File: config.mk
export PLATFORM = sky130hd
export DESIGN_NAME = fetch_pc_unit
export DESIGN_NICKNAME = d
export VERILOG_FILES = /design/src/rtl/cpu_pkg.sv /design/src/rtl/fetch_pc_unit.sv
export SDC_FILE = /design/constraint.sdc
export NUM_CORES = 1
export LEC_CHECK = 0
export CAP_MARGIN = 30
export CORE_MARGIN = 2
export CORE_UTILIZATION = 40
export CTS_CLUSTER_SIZE = 25
export DETAILED_ROUTE_END_ITERATION = 12
export PLACE_DENSITY = 0.74
export REMOVE_ABC_BUFFERS = 1
export SYNTH_ARGS = -nofsm -noshare
export SYNTH_HDL_FRONTEND = slang
export SYNTH_SLANG_ARGS = --single-unit
export TNS_END_PERCENT = 1
File: constraint.sdc
create_clock -name clk -period 4.35 [get_ports clk]
set_clock_uncertainty 0.05 [all_clocks]
set_input_delay 1.305 -clock clk [delete_from_list [all_inputs] [get_ports clk]]
set_output_delay 1.305 -clock clk [all_outputs]
set_load 0.1 [all_outputs]
File: src/rtl/cpu_pkg.sv
// rtl/cpu_pkg.sv - shared constants and types for the fetch stage
//
// Purpose: default instruction-memory geometry, the reset fetch address,
//          the word-index width and the fetch FSM state encoding.
// Contents: IMEM_DEPTH_DEF, RESET_PC_DEF, PC_W, state_t {ST_BOOT, ST_RUN, ST_HALTED}.

package cpu_pkg;

   localparam int          PC_W           = 32;
   localparam int          IMEM_DEPTH_DEF = 128;
   localparam logic [31:0] RESET_PC_DEF   = 32'd0;

   typedef enum logic [1:0] {
      ST_BOOT   = 2'd0,
      ST_RUN    = 2'd1,
      ST_HALTED = 2'd2
   } state_t;

endpackage

File: src/rtl/fetch_pc_unit.sv
// rtl/fetch_pc_unit.sv - program counter and fetch control ahead of a synchronous instruction memory
//
// Purpose: drives the memory word index every cycle, tracks which word the
//          memory is currently presenting, qualifies it for decode, and handles
//          stall, redirect with wrong-path squash, wrap at memory depth and halt.
// Ports:
//   clk            in   system clock, rising edge
//   rst_n          in   asynchronous active-low reset
//   stall          in   decode cannot take the current instruction
//   redirect_valid in   execute resolved a taken branch/jump
//   redirect_pc    in   [31:0] redirect target word index
//   halt_req       in   stop fetching until reset
//   pc             out  [31:0] word index to instruction memory
//   fetch_pc       out  [31:0] word index of the instruction on the memory output
//   fetch_valid    out  memory output is a valid, non-squashed instruction
//   halted         out  unit is halted
//   instr_count    out  [31:0] instructions consumed by decode

module fetch_pc_unit
   import cpu_pkg::*;
#(
   parameter int          IMEM_DEPTH = IMEM_DEPTH_DEF,
   parameter logic [31:0] RESET_PC   = RESET_PC_DEF
) (
   input  logic            clk,
   input  logic            rst_n,
   input  logic            stall,
   input  logic            redirect_valid,
   input  logic [PC_W-1:0] redirect_pc,
   input  logic            halt_req,
   output logic [PC_W-1:0] pc,
   output logic [PC_W-1:0] fetch_pc,
   output logic            fetch_valid,
   output logic            halted,
   output logic [PC_W-1:0] instr_count
);

   localparam logic [PC_W-1:0] PC_MASK = PC_W'(IMEM_DEPTH - 1);

   // Wrap-around increment; IMEM_DEPTH is a power of two so masking wraps.
   function automatic logic [PC_W-1:0] inc_pc(input logic [PC_W-1:0] x);
      return (x + 32'd1) & PC_MASK;
   endfunction

   state_t          r_state;
   logic [PC_W-1:0] r_pc;
   logic [PC_W-1:0] r_fetch_pc;
   logic            r_fetch_valid;
   logic [PC_W-1:0] r_instr_count;

   state_t          w_state_nxt;
   logic [PC_W-1:0] w_pc_nxt;
   logic [PC_W-1:0] w_fetch_pc_nxt;
   logic            w_fetch_valid_nxt;
   logic [PC_W-1:0] w_instr_count_nxt;
   logic            w_hold_addr;

   always_ff @(posedge clk or negedge rst_n) begin
      if (!rst_n) begin
         r_state       <= ST_BOOT;
         r_pc          <= RESET_PC;
         r_fetch_pc    <= RESET_PC;
         r_fetch_valid <= 1'b0;
         r_instr_count <= '0;
      end else begin
         r_state       <= w_state_nxt;
         r_pc          <= w_pc_nxt;
         r_fetch_pc    <= w_fetch_pc_nxt;
         r_fetch_valid <= w_fetch_valid_nxt;
         r_instr_count <= w_instr_count_nxt;
      end
   end

   always_comb begin
      w_state_nxt       = r_state;
      w_pc_nxt          = r_pc;
      w_fetch_pc_nxt    = r_fetch_pc;
      w_fetch_valid_nxt = r_fetch_valid;
      w_instr_count_nxt = r_instr_count;
      case (r_state)
         ST_BOOT: begin
            w_state_nxt       = ST_RUN;
            w_fetch_pc_nxt    = r_pc;
            w_fetch_valid_nxt = 1'b1;
            w_pc_nxt          = inc_pc(r_pc);
         end
         ST_RUN: begin
            if (halt_req) begin
               w_state_nxt       = ST_HALTED;
               w_fetch_valid_nxt = 1'b0;
            end else if (redirect_valid) begin
               // The word latched at this edge is on the wrong path: squash it.
               w_pc_nxt          = redirect_pc & PC_MASK;
               w_fetch_pc_nxt    = r_pc;
               w_fetch_valid_nxt = 1'b0;
            end else if (!stall) begin
               if (r_fetch_valid) begin
                  w_instr_count_nxt = r_instr_count + 32'd1;
               end
               w_fetch_pc_nxt    = r_pc;
               w_fetch_valid_nxt = 1'b1;
               w_pc_nxt          = inc_pc(r_pc);
            end
         end
         ST_HALTED: begin
            w_fetch_valid_nxt = 1'b0;
         end
         default: begin
            w_state_nxt = ST_BOOT;
         end
      endcase
   end

   // During a stall the memory must re-read the word it is presenting,
   // since it has no enable and would otherwise move on.
   assign w_hold_addr = (r_state == ST_RUN) && stall && !redirect_valid;

   assign pc          = w_hold_addr ? r_fetch_pc : r_pc;
   assign fetch_pc    = r_fetch_pc;
   assign fetch_valid = r_fetch_valid;
   assign halted      = (r_state == ST_HALTED);
   assign instr_count = r_instr_count;

endmodule

Yosys cells after proc, flatten, opt, wreduce, memory -nomap -nowiden
Index checks and enable logic that the tools add are counted.
{"block": "classes", "n_addsub": 2, "mul": 0, "n_div": 0, "n_lt_le_gt_ge": 0, "n_eq_ne": 6, "shift": 0, "n_mux": 15, "bitwise_logic": 4, "reduce_logical": 10}
{"op": "2-to-1 mux 32 bit", "count": 7}
{"op": "case mux 32 bit (2 select lines)", "count": 2}
{"op": "adder 32 x 1 -> 32 bit (second input constant)", "count": 1}
{"op": "adder 7 x 1 -> 7 bit (second input constant)", "count": 1}
{"op": "case mux 2 bit (3 select lines)", "count": 1}
{"op": "AND reduction 5 bit", "count": 1}
{"op": "inequality test 2 bit (second input constant)", "count": 2}
{"op": "inequality test 4 bit (second input constant)", "count": 1}
{"op": "inverter 1 bit", "count": 4}
{"op": "AND reduction 2 bit", "count": 2}
{"op": "2-to-1 mux 1 bit", "count": 3}
{"op": "inequality test 3 bit (second input constant)", "count": 1}
{"op": "case mux 1 bit (3 select lines)", "count": 1}
{"op": "AND reduction 3 bit", "count": 1}
{"op": "nonzero test 3 bit", "count": 1}
{"op": "== test 2 x 1 -> 1 bit (second input constant)", "count": 1}
{"op": "== test 2 bit (second input constant)", "count": 1}
{"op": "logical AND 1 bit", "count": 2}
{"op": "zero test 2 bit", "count": 1}
{"op": "2-to-1 mux 2 bit", "count": 1}
{"op": "nonzero test 2 bit", "count": 1}
{"op": "zero test 1 bit", "count": 1}
{"block": "totals", "ff_bits": 99, "latch_bits": 0, "ramBits": 0, "romBits": 0, "output_inout_bits": 98, "elab_cells": 42, "memories": 0}

Longest topological paths before layout
{"block": "depth", "depth_word": 5, "ltp_mapped": 7}

Worst setup path after synthesis
Ideal clock, no wire load.
{"block": "synth_timing", "kind": "input port to output port", "start": "in stall", "end": "out pc[0]", "t_arrival_ns": 2.423, "required_time_ns": 2.995, "setup_slack_ns": 0.572, "path_stages": 3, "n_path_buf": 1, "path_cell_list": "nor4bb_1 > clkbuf_1 > mux2_2"}
{"block": "synth_between", "elab_chain_cells": 3}
{"item": "start, declared", "line_no": "fetch_pc_unit.sv:27", "text": "input logic stall,"}
{"item": "logical AND 1 bit (2 in series)", "line_no": "fetch_pc_unit.sv:116", "text": "assign w_hold_addr = (r_state == ST_RUN) && stall && !redirect_valid;"}
{"item": "2-to-1 mux 32 bit", "line_no": "fetch_pc_unit.sv:118", "text": "assign pc = w_hold_addr ? r_fetch_pc : r_pc;"}
{"item": "end, declared", "line_no": "fetch_pc_unit.sv:31", "text": "output logic [PC_W-1:0] pc,"}
Every way passes these cells.

Worst setup path in the final report
{"block": "layout_timing", "start": "in stall", "end": "out pc[5]"}
The elaborated chain is that of the path after synthesis.

==> flow_metrics.env <==
export IMPL_irDropWorstVdd_v=0.000613
export IMPL_pre_cts_ws_ns=0.0825
export IMPL_drt_total_wl_mm=5.91
export IMPL_fillers=652
export IMPL_yosysWarnings=0
export IMPL_synth_area_um2=2870
export IMPL_fmax_mhz=235
export IMPL_clock_path_buffers=2
export IMPL_num_vias=2191
export IMPL_total_power_mw=2.42
export IMPL_crit_path_max_fanout=8
export IMPL_hold_path_class="flop to flop"
export IMPL_nets=397
export IMPL_reg2reg_depth=5
export IMPL_drt_initial_drc_count=106
export IMPL_netlist_instances=302
export IMPL_cts_sinks=49
export IMPL_power_density_nw_per_um2=686
export IMPL_ios=135
export IMPL_grt_ovfl_total=0
export IMPL_grt_pass1_wl_mm=9.32
export IMPL_yosysTopAreaCell="dfrtp_1"
export IMPL_dr_pass1_iters=4
export IMPL_track_usage_pct=15.0
export IMPL_drt_wirelength_per_cell_um=13.0
export IMPL_worstPathArrival_ns=2.90
export IMPL_period_minus_slack_ns=4.25
export IMPL_htree_levels=2
export IMPL_tritoncts="done"
export IMPL_drcViolationCount=0
export IMPL_syn_to_final_growth_pct=23.1
export IMPL_fin_crit_sh_pct=97.7
export IMPL_antennaDiodeCount=0
export IMPL_dieArea_um2=7860
export IMPL_muxShareOfSynthArea_pct=3.49
export IMPL_hold_violations=0
export IMPL_grt_max_degree=33
export IMPL_synth_adder_area_share_pct=0.873
export IMPL_min_path_cells=1
export IMPL_drtAntennaViolNets=0
export IMPL_ys_ff_latch=49
export IMPL_antenna_found_initial=0
export IMPL_slew_headroom_pct=30.5
export IMPL_ys_flop_type="dfrtp_1"
export IMPL_drive_gt1_share_pct=10.0
export IMPL_yosysUniqueCellTypes=40
export IMPL_critical_path_endpoint_type="primary output"
export IMPL_synth_simple_area_share_pct=22.6
export IMPL_num_rows=30
export IMPL_place_congestion=0.764
export IMPL_status="complete, no violations"
export IMPL_viasPerCell=4.82
export IMPL_fin_ws_ns=0.0982
export IMPL_drv_slew=0
export IMPL_port_buffers=59
export IMPL_syn_mean_instance_area_um2=9.50
export IMPL_synth_edf_count=0
export IMPL_ys_top_cells_by_area="dfrtp_1 43%, buf_4 13%, xor2_1 6.7%, nand2_1 4.7%, nand3_1 3.3%"
export IMPL_leakagePower_nw=1.66
export IMPL_crit_path_start_kind="input port"
export IMPL_core_um2=6870
export IMPL_cap_violations=0
export IMPL_required_ns=2.99
export IMPL_yosys_area_top_type_share_pct=42.8
export IMPL_grt_pass1_vias=1878
export IMPL_clk_pin_slew_ns=0.10
export IMPL_fp_dieH_um=88.7
export IMPL_synth_compound_area_share_pct=4.89
export IMPL_fin_area_um2=3530
export IMPL_yosys_top_cells_count="51 x buf_4, 49 x dfrtp_1, 36 x nand2_1, 22 x xor2_1, 19 x nand3_1"
export IMPL_setup_viol=0
export IMPL_cts_made_buffers=5
export IMPL_ys_seq_area_share_pct=42.8
export IMPL_dpl_cell_area_um2=3430
export IMPL_insertion_delay_ns=0.30
export IMPL_die_w_um=88.7
export IMPL_synth_top_family_by_area="simple AND/OR/NAND/NOR gates"
export IMPL_synth_xor_area_share_pct=9.47
export IMPL_async_reset_ff_share_pct=100
export IMPL_worstSetupPathType="input port to primary output"
export IMPL_start_util_pct=41.7
export IMPL_cts_root_buf="clkbuf_8"
export IMPL_yosysMostFrequentCell="buf_4"
export IMPL_tightest_slew_ns=1.04
export IMPL_hpwl_mm=4.38
-- layout make-up --
type	instances	area (µm²)	area share, %
clock buffers	5	68.8	1.95
well taps	96	120	3.40
clock inverters	3	25.0	0.709
repair buffers	63	696	19.7
multi-input cells	235	1380	39.1
flip-flops and latches	49	1230	34.7
inverters	4	15.0	0.425
-- routing by layer --
layer	up-vias	wire, µm	GRT usage, %
met5	-	0	0
li1	1055	-	-
met1	1042	2690	21.9
met4	0	55	3.86
met3	6	377	3.26
met2	88	2780	22.5
-- sequential cells by signal, summed over array words and instances (netlist names) --
name and count:
r_state 2, instr_count 32, fetch_pc 7, fetch_valid 1, r_pc 7
-- critical path, cell delays in order --
cell	delay (ns)
clkdlybuf4s50_1	0.53
nor4bb_2	0.29
buf_4	0.22
mux2_2	0.38
buf_12	0.17
-- path summary, 6_finish.rpt --
check | endpoint | startpoint | slack [ns]
max | pc[5] | stall | 0.1
min | instr_count[31] | instr_count[31] | 0.43
max reg2reg | r_pc[0] | r_state[0] | 2.13
min reg2reg | instr_count[31] | instr_count[31] | 0.43
max in group asynchronous | r_state[0] | rst_n | 2.85
min in group asynchronous | instr_count[27] | rst_n | 0.87
-- metrics by stage --
stage | hold WS (ns) | util (%) | TNS [ns] | instances
final | 0.427 | 51.4 | 0 | 455
after detailed placement | 0.415 | 49.9 | 0 | 447
after global routing | 0.454 | 51.4 | -0.102 | 455
after CTS | 0.430 | 51.3 | 0 | 455
after floorplan | 0.430 | - | 0 | 288
after global placement | 0.406 | 49.7 | 0 | 446
-- layout by cell type, fill, tap and decap left out, types with 2 or more instances in the layout --
cell | synthesis | final
a21oi_1 | 8 | 8
nor3_1 | 7 | 7
o22ai_1 | 3 | 3
nand4_1 | 11 | 11
nand2b_1 | 2 | 2
inv_1 | 4 | 4
o21ai_0 | 8 | 8
nand3_1 | 19 | 19
clkbuf_8 | 0 | 5
conb_1 | 1 | 50
nor4_1 | 11 | 11
a2bb2oi_1 | 3 | 3
clkdlybuf4s50_1 | 0 | 50
mux2_2 | 8 | 8
and3_1 | 7 | 7
xnor2_1 | 9 | 9
nor2_1 | 7 | 7
nand2_1 | 36 | 36
buf_12 | 0 | 8
nor3_2 | 2 | 2
buf_4 | 51 | 4
ha_1 | 2 | 2
nor2b_1 | 2 | 2
dfrtp_1 | 49 | 49
and4_1 | 4 | 4
xor2_1 | 22 | 22
nor3b_1 | 2 | 2
-- logic make-up (layout without fill, tap and decap cells) --
group | Yosys count | count (layout)
simple gates | 119 | 119
compound gates | 24 | 24
xor+xnor | 31 | 31
flops | 49 | 49
mux | 9 | 9
other cells | 1 | 50
fa+ha+maj | 2 | 2
buf+inv | 67 | 75
-- what timing repair did --
item,in CTS,in global routing
gates resized for setup,0,1
setup endpoints to repair,0,7
hold buffers,0,0
buffers inserted,0,0
-- report_power, final --
part / switching, mW / internal [mW] / leakage, nW
sequential: 0.110 / 0.548 / 0.631
clock: 0.167 / 0.116 / 0.0447
combinational: 1.09 / 0.392 / 0.983
total: 1.37 / 1.06 / 1.66
Note: power is estimated with default switching activity, not from simulation.
